### src/rtl/mcu32x_mem_pkg.sv
// Shared encodings for the data-side memory access unit.
package mcu32x_mem_pkg;

  typedef enum logic [1:0] {
    SZ_BYTE    = 2'b00,
    SZ_HALF    = 2'b01,
    SZ_WORD    = 2'b10,
    SZ_ILLEGAL = 2'b11
  } size_e;

  typedef enum logic [1:0] {
    FLT_NONE    = 2'b00,
    FLT_ILLEGAL = 2'b01,
    FLT_BUSERR  = 2'b10,
    FLT_TIMEOUT = 2'b11
  } fault_e;

  typedef enum logic [1:0] {
    ST_IDLE   = 2'b00,
    ST_ACCESS = 2'b01,
    ST_DONE   = 2'b10
  } state_e;

endpackage

### src/rtl/load_store_align.sv
// Byte-lane steering for a 32-bit little-endian data bus: byte enables,
// replicated store data, alignment check and extended load data.
module load_store_align
  import mcu32x_mem_pkg::*;
(
  input  logic [1:0]  size,
  input  logic [1:0]  addr_lo,
  input  logic        unsigned_ld,
  input  logic [31:0] wdata,
  input  logic [31:0] bus_rdata,
  output logic [3:0]  be,
  output logic [31:0] wdata_rep,
  output logic        misaligned,
  output logic [31:0] ld_data
);

  logic [7:0]  byte_sel;
  logic [15:0] half_sel;

  // Pick the addressed byte/half lane, then steer and extend by access size.
  always_comb begin
    be         = 4'b0000;
    wdata_rep  = wdata;
    misaligned = 1'b0;
    ld_data    = bus_rdata;
    case (addr_lo)
      2'd0:    byte_sel = bus_rdata[7:0];
      2'd1:    byte_sel = bus_rdata[15:8];
      2'd2:    byte_sel = bus_rdata[23:16];
      default: byte_sel = bus_rdata[31:24];
    endcase
    half_sel = addr_lo[1] ? bus_rdata[31:16] : bus_rdata[15:0];
    case (size_e'(size))
      SZ_BYTE: begin
        be        = 4'b0001 << addr_lo;
        wdata_rep = {4{wdata[7:0]}};
        ld_data   = {{24{byte_sel[7] & ~unsigned_ld}}, byte_sel};
      end
      SZ_HALF: begin
        be         = 4'b0011 << addr_lo;
        wdata_rep  = {2{wdata[15:0]}};
        ld_data    = {{16{half_sel[15] & ~unsigned_ld}}, half_sel};
        misaligned = addr_lo[0];
      end
      SZ_WORD: begin
        be         = 4'b1111;
        misaligned = |addr_lo;
      end
      default: misaligned = 1'b1;
    endcase
  end

endmodule

### src/rtl/mem_access_unit.sv
// Load/store responder: turns mem_read/mem_write strobes into one req/ack
// bus transaction, stalls the pipeline meanwhile and reports faults.
module mem_access_unit
  import mcu32x_mem_pkg::*;
#(
  parameter int ADDR_W         = 32,
  parameter int DATA_W         = 32,
  parameter int TIMEOUT_CYCLES = 16
) (
  input  logic              clk,
  input  logic              reset_n,
  input  logic              mem_read,
  input  logic              mem_write,
  input  logic [1:0]        size,
  input  logic              unsigned_ld,
  input  logic [ADDR_W-1:0] addr,
  input  logic [DATA_W-1:0] wdata,
  output logic [DATA_W-1:0] rdata,
  output logic              done,
  output logic              stall,
  output logic [1:0]        fault,
  output logic              bus_req,
  output logic              bus_we,
  output logic [ADDR_W-1:0] bus_addr,
  output logic [3:0]        bus_be,
  output logic [DATA_W-1:0] bus_wdata,
  input  logic              bus_ack,
  input  logic              bus_err,
  input  logic [DATA_W-1:0] bus_rdata
);

  localparam int CNT_W = $clog2(TIMEOUT_CYCLES + 1);

  state_e            state, state_next;
  logic [ADDR_W-1:0] lat_addr;
  logic [DATA_W-1:0] lat_wdata;
  logic [1:0]        lat_size;
  logic              lat_uns;
  logic              lat_we;
  logic [CNT_W-1:0]  tcount;
  logic [DATA_W-1:0] rdata_q;
  logic [1:0]        fault_q;

  logic              in_idle;
  logic              request;
  logic              illegal;
  logic              timeout;
  logic [1:0]        al_size;
  logic [1:0]        al_addr_lo;
  logic [3:0]        al_be;
  logic [DATA_W-1:0] al_wdata_rep;
  logic [DATA_W-1:0] al_ld;
  logic              al_mis;

  assign in_idle = (state == ST_IDLE);
  assign request = mem_read | mem_write;

  // In IDLE the aligner judges the live request; afterwards it works from
  // the latched copy so the bus fields stay stable for the whole access.
  assign al_size    = in_idle ? size : lat_size;
  assign al_addr_lo = in_idle ? addr[1:0] : lat_addr[1:0];

  load_store_align u_align (
    .size       (al_size),
    .addr_lo    (al_addr_lo),
    .unsigned_ld(lat_uns),
    .wdata      (lat_wdata),
    .bus_rdata  (bus_rdata),
    .be         (al_be),
    .wdata_rep  (al_wdata_rep),
    .misaligned (al_mis),
    .ld_data    (al_ld)
  );

  assign illegal = al_mis | (mem_read & mem_write);
  assign timeout = (tcount == CNT_W'(TIMEOUT_CYCLES - 1));

  // State register; reset abandons any access in flight.
  always_ff @(posedge clk or negedge reset_n) begin
    if (!reset_n) state <= ST_IDLE;
    else          state <= state_next;
  end

  // Next-state logic: bus_err, bus_ack and timeout all end an access.
  always_comb begin
    state_next = state;
    case (state)
      ST_IDLE:   if (request) state_next = illegal ? ST_DONE : ST_ACCESS;
      ST_ACCESS: if (bus_err || bus_ack || timeout) state_next = ST_DONE;
      default:   state_next = ST_IDLE;
    endcase
  end

  // Request latching, timeout counting and result capture.
  always_ff @(posedge clk or negedge reset_n) begin
    if (!reset_n) begin
      lat_addr  <= '0;
      lat_wdata <= '0;
      lat_size  <= '0;
      lat_uns   <= 1'b0;
      lat_we    <= 1'b0;
      tcount    <= '0;
      rdata_q   <= '0;
      fault_q   <= FLT_NONE;
    end else begin
      case (state)
        ST_IDLE: begin
          tcount <= '0;
          if (request) begin
            lat_addr  <= addr;
            lat_wdata <= wdata;
            lat_size  <= size;
            lat_uns   <= unsigned_ld;
            lat_we    <= mem_write;
            if (illegal) begin
              fault_q <= FLT_ILLEGAL;
              rdata_q <= '0;
            end
          end
        end
        ST_ACCESS: begin
          tcount <= tcount + CNT_W'(1);
          if (bus_err) begin
            fault_q <= FLT_BUSERR;
            rdata_q <= '0;
          end else if (bus_ack) begin
            fault_q <= FLT_NONE;
            rdata_q <= lat_we ? '0 : al_ld;
          end else if (timeout) begin
            fault_q <= FLT_TIMEOUT;
            rdata_q <= '0;
          end
        end
        default: ;
      endcase
    end
  end

  // bus_req is decoded straight from the state flop, so it is glitch-free
  // and drops the instant reset asserts.
  assign bus_req   = (state == ST_ACCESS);
  assign bus_we    = bus_req & lat_we;
  assign bus_addr  = bus_req ? {lat_addr[ADDR_W-1:2], 2'b00} : '0;
  assign bus_be    = bus_req ? al_be : 4'b0000;
  assign bus_wdata = bus_req ? al_wdata_rep : '0;

  assign done  = (state == ST_DONE);
  assign fault = done ? fault_q : FLT_NONE;
  assign rdata = done ? rdata_q : '0;
  assign stall = (in_idle & request) | bus_req;

endmodule
### config.mk
export PLATFORM = sky130hd
export DESIGN_NAME = mem_access_unit
export DESIGN_NICKNAME = d
export VERILOG_FILES = /design/src/rtl/mcu32x_mem_pkg.sv /design/src/rtl/load_store_align.sv /design/src/rtl/mem_access_unit.sv
export SDC_FILE = /design/constraint.sdc
export NUM_CORES = 1
export LEC_CHECK = 0
export ABC_AREA = 1
export CAP_MARGIN = 20
export CELL_PAD_IN_SITES_DETAIL_PLACEMENT = 0
export CELL_PAD_IN_SITES_GLOBAL_PLACEMENT = 1
export CORE_AREA = 8 8 153 155
export DETAILED_ROUTE_END_ITERATION = 16
export DIE_AREA = 0 0 161 163
export GPL_ROUTABILITY_DRIVEN = 1
export GPL_TIMING_DRIVEN = 0
export PLACE_DENSITY = 0.78
export SYNTH_ARGS = -nofsm -noshare
export SYNTH_HDL_FRONTEND = slang
export SYNTH_SLANG_ARGS = --single-unit
### constraint.sdc
create_clock -name clk -period 1.7 [get_ports clk]
set_input_delay 0.34 -clock clk [delete_from_list [all_inputs] [get_ports clk]]
set_output_delay 0.34 -clock clk [all_outputs]
set_load 0.005 [all_outputs]
# Word-level counts from Yosys, hierarchy flattened
# Index checks and enable logic that the tools add are counted.
[word_totals] input_bits=105 wordCells=73 ff_bits=109 out_inout_bits=106
[classes] mux=31 n_bitwise=9 shift=2 n_reduce_logical=10 add_sub_neg=1 eq_ne=11
[ops] op="2-to-1 mux 32 bit" n=9
[ops] op="case mux 32 bit (2 select lines)" n=3
[ops] op="case mux 8 bit (3 select lines)" n=1
[ops] op="2-to-1 mux 2 bit" n=11
[ops] op="2-to-1 mux 16 bit" n=1
[ops] op="case mux 4 bit (3 select lines)" n=1
[ops] op="case mux 5 bit (2 select lines)" n=1
[ops] op="case mux 2 bit (2 select lines)" n=2
[ops] op="== test 2 x 1 -> 1 bit, second input constant" n=3
[ops] op="== test 2 bit, second input constant" n=3
[ops] op="zero test 2 bit" n=3
[ops] op="!= test 2 x 1 -> 1 bit, second input constant" n=3
[ops] op="adder 5 x 1 -> 5 bit, second input constant" n=1
[ops] op="AND 1 bit" n=5
[ops] op="== test 5 x 4 -> 1 bit, second input constant" n=1
[ops] op="2-to-1 mux 4 bit" n=1
[ops] op="!= test 4 x 1 -> 1 bit, second input constant" n=1
[ops] op="AND reduction 2 bit" n=2
[ops] op="AND reduction 4 bit" n=1
[ops] op="left shift 1 x 2 -> 4 bit, first input constant" n=1
[ops] op="left shift 2 x 2 -> 4 bit, first input constant" n=1
[ops] op="OR 1 bit" n=3
[ops] op="case mux 1 bit (3 select lines)" n=1
[ops] op="logical OR 1 bit" n=2
[ops] op="other kinds (3)" n=3

# Longest topological paths before layout
# Gate-level depths: netlist of run 1.
[depth] word_depth=10 ltp_mapped=12 ltp_nobuf=12

# Cells and area by module
# Synthesis of run 1 repeated with hierarchy kept, for this count alone.
[unflattened] hier_cells=925 area_unflattened_um2=6319.8
[modules_own_cells] module="mem_access_unit" seq_area_each_um2=2727.6 n_inst=1 cells_per_inst=680 area_each_um2=5127.4
[modules_own_cells] module="load_store_align" seq_area_each_um2=0.0 n_inst=1 cells_per_inst=245 area_each_um2=1192.4

# Worst setup path before layout of run 1
# No wires, ideal clock.
[synth_path] path_kind="register to output" from="register state[1]" to="output bus_be[2]" arrival_time_ns=1.534 stages_incl_launch_ff=8 path_slack_ns=-0.174 required_time_ns=1.360 path_buffers=3 path_cell_list="dfrtp_1 nor2_2 buf_6 nand2_1 nand2_2 clkbuf_1 clkbuf_1 a21oi_1"
[synth_via] elab_chain_cells=5 word_cells_on_any_way=11 classes_between="eq/ne: 3; shift: 2; mux: 4; reduce/logical: 2"
[synth_lines] item="start, declared" line="mem_access_unit.sv:34" source="state_e state, state_next;"
[synth_lines] item="start signal, assigned" line="mem_access_unit.sv:81" source="else state <= state_next;"
[synth_lines] item="zero test 2 bit" line="mem_access_unit.sv:55" source="assign in_idle = (state == ST_IDLE);"
[synth_lines] item="2-to-1 mux 2 bit (on tied branches)" line="mem_access_unit.sv:61, mem_access_unit.sv:60"
[synth_lines] item="left shift 2 x 2 -> 4 bit (tied with other cells)" line="load_store_align.sv:40" source="be = 4'b0011 << addr_lo;"
[synth_lines] item="case mux 4 bit (3 select lines)" line="load_store_align.sv:33" source="case (size_e'(size))"
[synth_lines] item="2-to-1 mux 4 bit (*)" line="mem_access_unit.sv:144" source="assign bus_be = bus_req ? al_be : 4'b0000;"
[synth_lines] item="end, declared" line="mem_access_unit.sv:25" source="output logic [3:0] bus_be,"
# Mark *: on every way between the ends. The rest lies on a longest branch, timed or not.

# Final worst setup path of run 1
[layout_path] from="register state[0]" to="output bus_wdata[17]"
[layout_via] elab_chain_cells=5 word_cells_on_any_way=7 classes_between="eq/ne: 2; mux: 3; reduce/logical: 2"
[layout_lines] item="zero test 2 bit" line="mem_access_unit.sv:55"
[layout_lines] item="2-to-1 mux 2 bit" line="mem_access_unit.sv:60" source="assign al_size = in_idle ? size : lat_size;"
[layout_lines] item="== test 2 x 1 -> 1 bit or zero test 2 bit (tied branches)" line="load_store_align.sv:33"
[layout_lines] item="case mux 32 bit (2 select lines)" line="load_store_align.sv:33"
[layout_lines] item="2-to-1 mux 32 bit (*)" line="mem_access_unit.sv:145" source="assign bus_wdata = bus_req ? al_wdata_rep : '0;"
[layout_lines] item="end, declared" line="mem_access_unit.sv:26" source="output logic [DATA_W-1:0] bus_wdata,"
# Marks and branches as above.

==> results of run 1 <==
[area by class of cell]
cell class,count,area (um2)
Fill cell,2024,10200
Clock inverter,6,50.0
Multi-Input combinational cell,519,3290
Buffer,38,604
Inverter,152,591
Timing Repair Buffer,313,2800
Sequential cell,109,2730
Clock buffer,9,225
Tap cell,275,344
[layer usage]
| layer | vias up | GRT usage |
|---|---|---|
| li1 | 3147 | - |
| met1 | 2962 | 0.220 |
| met2 | 208 | 0.284 |
| met3 | 32 | 0.0629 |
| met4 | 2 | 0.0636 |
| met5 | - | 0 |
[power groups by stage]
stage	Sequential, mW	Combinational [mW]	Clock [mW]
after floorplan	3.98	4.31	0
after global placement	4.10	7.17	0
after detailed placement	4.12	7.24	0
after CTS	4.17	11.0	2.14
after global routing	4.33	13.6	2.24
final	4.20	12.7	2.08
[cells in the mapped netlist (2+ instances only)]
master,n,area (um2)
nand2_1,182,683
inv_1,149,559
nor2_1,142,533
dfrtp_1,109,2730
a21oi_1,63,315
o21ai_0,62,310
mux2_2,25,282
clkbuf_1,17,63.8
buf_2,12,60.1
nand3_1,9,45.0
o22ai_1,8,50.1
buf_6,5,56.3
nand2_2,5,31.3
buf_4,3,22.5
nor3_1,3,15.0
o21ai_1,3,15.0
buf_1,2,7.51
ha_1,2,25.0
nand2_4,2,22.5
o21bai_1,2,15.0
[worst max path at each step]
stage	startpoint	end	slack (ns)	cells past startpoint
2_1_floorplan	state[1]	bus_wdata[10]	0.007	8
3_3_place_gp	reset_n	lat_wdata[21]	-4.21	1
3_5_place_dp	size[1]	bus_wdata[11]	-1.16	8
4_1_cts	state[1]	bus_wdata[30]	-0.63	9
5_1_grt	state[0]	bus_wdata[15]	-0.70	10
6_report	state[0]	bus_wdata[17]	-0.61	9
[cells by family (layout without fill, tap and decap cells)]
group,Yosys count,in the layout,synth area share
simple gates,349,349,0.235
buf+inv,191,518,0.132
compound gates,141,141,0.123
flops,109,109,0.459
mux,25,25,0.0474
fa+ha+maj,2,2,0.00421
other cells,1,2,0.000631
[registers in the layout, summed over array words and instances, names as in the netlist]
| register | flops |
|---|---|
| tcount | 5 |
| lat_uns | 1 |
| fault_q | 2 |
| lat_we | 1 |
| lat_wdata | 32 |
| lat_addr | 32 |
| state | 2 |
| rdata_q | 32 |
| lat_size | 2 |
[critical path: stages (launching register included)]
cell and delay (ns):
dfrtp_2 0.46, nor2_4 0.17, buf_6 0.15, nand2_4 0.07, nand2_8 0.12, buf_6 0.14, clkbuf_16 0.17, o21ai_4 0.05
a21oi_2 0.13, buf_2 0.14
[per-stage QoR]
step / hold slack, ns / power, mW / instance area, um2
2_1_floorplan: 0.0444 / 8.29 / 5970
3_3_place_gp: 0.453 / 11.3 / 8400
3_5_place_dp: 0.312 / 11.4 / 8430
4_1_cts: 0.481 / 17.3 / 10000
5_1_grt: 0.508 / 20.2 / 10600
6_report: 0.482 / 18.9 / 10600
[repair_timing]
action,4_1_cts,5_1_grt
setup buffers,68,27
hold buffers,1,0
endpoints found under the setup margin,208,207
pin swaps,47,23
gates cloned,8,4
gates resized for setup,533,259
hold endpoints to repair,47,0
==> impl_metrics.toml, run 1 <==
[status]
outcome = "complete, but fails checks"
violations = "negative setup slack"

[floorplanning]
fp.dieArea_um2 = 26200
ios = 211
core_um2 = 20800
start_util = 0.285
die_h_um = 163
die_x_um = 161
num_rows = 53

[power_and_ir_drop]
seqPwrFrac = 0.222
switching_share = 0.424
p_sw_mw = 8.02
ir_drop_mv = 0.804
p_leak_nw = 5.47
power.share.clock = 0.110
combPwrFrac = 0.668
intPower_mw = 10.9
power_density_nw_per_um2 = 1780

[sta]
rsz0062_at_grt = "true"
hold_viol = 0
period_minus_slack_ns = 2.31
max_freq_mhz = 433
setup_violations = 208
drv_slew = 0
fin_tns_setup_ns = -65.11
fin_ws_ns = -0.610
fin_crit_sh = 1.36
finalClockSkew_ns = 0.00843

[global_route]
grt_max_degree = 63
antenna_found_initial = 1
grt_pass1_vias = 6672
track_usage = 0.178
grt_pass1_wl_mm = 36.7
gr-total-overflow = 0

[setup_path]
cp-start-kind = "flip-flop"
cp-end-kind = "primary output"
critical_path_arrival_ns = 1.97
timing.rr.start = "state[0]"
path_class = "reg2out"
rr_endpoint = "rdata_q[14]"
crit_fanout = 7
ff2ff_setup_slack_ns = -0.37
cp.required_ns = 1.36
r2r_cells = 15

[place]
portBuffers = 208
dp_slack_ns = -1.16
dp.cells = 1303
gp_congestion = 0.854
dp_hpwl_mm = 16.5

[synth]
synth_cell_types = 33
synth_seq_cells = 109
synth_edf_count = 0
synth_cells = 818
yosysSeqAreaShare = 0.459
synth.cell_area_um2 = 5940
synth_flop_cell = "dfrtp_1"
yosysWarnings = 0
synthArstFlopShare = 1.00
avgSynthCellArea_um2 = 7.26

[routing]
drt-total-wl_mm = 24.0
wire_per_inst_um = 16.9
dr_wl_met3_mm = 2.08
first_iter_violations = 228
wl_met1_mm = 10.2
viasPerCell = 4.47
dr.pass1.iters = 4
top_layer = "met5"
drc = 0
num_vias = 6351
wl_met2_mm = 11.1
final_antenna_net_count = 0

[finish]
finalNonFillerCells = 1421
fin_nets = 1249
final_cell_mix = "inv_1, nand2_1, dfrtp_1"
final_util = 0.510
drive_above_1_share = 0.402
final_common_cell = "inv_1"
n_antenna_cell = 0
synthToLayoutAreaGrowth_pct = 78.9

[cts]
numCtsBuffers = 9
insertion_delay_ns = 0.37
cts.sinks = 109
htreeDepth = 3
path_clk_slew_ns = 0.07
cts_tree = "done"
cts_root_buffer = "clkbuf_16"
clockBufferDepth = 2

[worst_hold_path]
min_path_type = "reg2reg"
hold_end = "rdata_q[23]"
hold_depth = 2
hold_start = "rdata_q[23]"

[flow_run]
cap_violations = 0
Power figures use the tool's default switching activity.
==> run 2: changes to the inputs <==
CORE_AREA = 2 2 140 142   (was 8 8 153 155)
DIE_AREA = 0 0 142 144   (was 0 0 161 163)
PLACE_DENSITY = 0.81   (was 0.78)
clock period = 2.3 ns   (was 1.7 ns; I/O delays follow)
==> run 2 against run 1 <==
The flow still finishes with violations (negative setup slack). Total power fell by 35%. Via count fell by 2.8%. Count of clock-buffer cells in the layout did not move. Sequential share of layout area rose by 2.2 points. Design area fell by 7.9%. Core utilization rose by 0.25 points. Clock skew rose by 0.0065 ns. Worst setup slack improved by 0.47 ns. Sequential power fell by 26%. Wire length fell by 12%. First-iteration DRC count rose by 5.3%. Largest cell class is now multi-input combinational cells. Largest power group unchanged.
==> impl_metrics.toml, run 2 (synthesis results as in run 1) <==
[sta]
finalClockSkew_ns = 0.0149
setup_violations = 42
fin_crit_sh = 1.06
drv_slew = 0
fin_ws_ns = -0.139
period_minus_slack_ns = 2.44
whs_ns = 0.480
max_freq_mhz = 410
rsz0062_at_grt = "true"
hold_viol = 0

[cts]
insertion_delay_ns = 0.37
cts.sinks = 109
cts_tree = "done"
cts_root_buffer = "clkbuf_16"
clockBufferDepth = 2
htreeDepth = 3
path_clk_slew_ns = 0.07
numCtsBuffers = 9

[floorplanning]
die_x_um = 142
die_h_um = 144
ios = 211
fp.dieArea_um2 = 20400
start_util = 0.311
core_um2 = 19100
num_rows = 51

[finish]
multi_input_area_um2 = 2960
regArea_um2 = 2730
synthToLayoutAreaGrowth_pct = 64.7
drive_above_1_share = 0.280
final_common_cell = "nand2_1"
finalNonFillerCells = 1348
final_cell_mix = "nand2_1, inv_1, clkdlybuf4s50_1"
fin_nets = 1211
reg_top3 = "lat_addr: 32 flops, lat_wdata: 32 flops, rdata_q: 32 flops"
n_fill_cell = 1842
fin_area_um2 = 9790

[routing]
drc = 0
viasPerCell = 4.58
num_vias = 6176
wire_per_inst_um = 15.7
dr.pass1.iters = 5
first_iter_violations = 240
drt-total-wl_mm = 21.2
final_antenna_net_count = 0

[place]
dp.cells = 1266
placed_cell_area_um2 = 8350
dp_hpwl_mm = 14.6
portBuffers = 208
dp_slack_ns = -0.865
gp_congestion = 0.837

[global_route]
grt.busiest_layer = "met2"
track_usage = 0.202
met3_usage = 0.0487
grt_pass1_wl_mm = 32.1
grt_pass1_vias = 6125
grtUsageMet2 = 0.331
antenna_found_initial = 1
grt_max_degree = 80
gr-total-overflow = 0
use_met1 = 0.262

[setup_path]
cp-start-kind = "flip-flop"
critical_path_arrival_ns = 1.98
crit_fanout = 5
rr_endpoint = "rdata_q[16]"
cp-end-kind = "primary output"
ff2ff_setup_slack_ns = 0.13
path_buf_inv = 5
cp.required_ns = 1.84
r2r_cells = 14
crit_family = "buffers and inverters"
slowest_stage = "dfrtp_2"
path_class = "reg2out"
critPathMostFrequentCell = "buf_6"
timing.rr.start = "state[1]"
slowest_delay_ns = 0.47
crit_chain = "nor2_4 -> buf_6 -> nand2_4 -> nand2_4 -> buf_6 -> buf_6 -> clkinvlp_4 -> o21ai_4 -> a21oi_1 -> buf_2"

[worst_hold_path]
min_path_type = "reg2reg"
hold_depth = 2
hold_end = "rdata_q[18]"
hold_start = "rdata_q[18]"

[power_and_ir_drop]
ir_drop_mv = 0.562
power_density_nw_per_um2 = 1260
p_leak_nw = 5.17

[status]
outcome = "complete, but fails checks"
violations = "negative setup slack"

[flow_run]
cap_violations = 0
==> run 2: how the worst max path moves through the flow <==
stage          depth (start not counted)      from             to  slack [ns]
3_3_place_gp                           1   reset_n   lat_wdata[0]       -3.73
5_1_grt                               11  state[1]  bus_wdata[12]       -0.23
2_1_floorplan                          7  state[1]      bus_be[2]        0.31
4_1_cts                                9  state[1]  bus_wdata[21]       -0.20
3_5_place_dp                           8   size[1]      bus_be[2]       -0.86
6_report                              10  state[1]      bus_be[1]       -0.14
==> run 2: timing repair <==
action,in CTS,in global routing
endpoints found under the setup margin,103,121
hold buffers,1,0
endpoints found under the hold margin,30,0
setup buffers,47,20
pin swaps,32,23
resized for setup,323,193
gates cloned,2,3
==> run 2: layout make-up <==
cell class,instances,area share
Clock buffer,9,0.0230
Timing Repair inverter,1,0.000895
Clock inverter,7,0.00793
Inverter,152,0.0601
Tap cell,238,0.0304
Buffer,38,0.0426
Multi-Input combinational cell,519,0.302
Antenna cell,1,0.000256
Sequential cell,109,0.279
Timing Repair Buffer,274,0.253
==> run 2: through the flow <==
step	total power, mW	util	TNS, ns
final	12.3	0.513	-2.66
after floorplan	6.06	-	0
after global routing	13.2	0.513	-7.24
after detailed placement	8.26	0.438	-37.63
after global placement	8.21	0.436	-443.13
after CTS	11.6	0.495	-2.55
==> run 2: worst reg2reg max path, delay by kind of cell (launching register included) <==
| kind | cells | cell delay, ns |
|---|---|---|
| flops | 1 | 0.47 |
| compound gates | 2 | 0.29 |
| simple gates | 7 | 0.73 |
| buf+inv | 5 | 0.63 |
==> run 2: report_power, final <==
group | switching (mW) | total, mW | internal [mW]
clock network | 0.843 | 1.62 | 0.776
logic | 4.04 | 7.62 | 3.58
registers | 0.452 | 3.11 | 2.66
==> run 2: per-layer routing <==
| layer | share of wire | routed length (um) | vias to the layer above |
|---|---|---|---|
| li1 | - | - | 3070 |
| met1 | 0.43 | 9200 | 2885 |
| met2 | 0.47 | 10100 | 192 |
| met3 | 0.071 | 1490 | 29 |
| met4 | 0.021 | 435 | 0 |
| met5 | 0 | 0 | - |
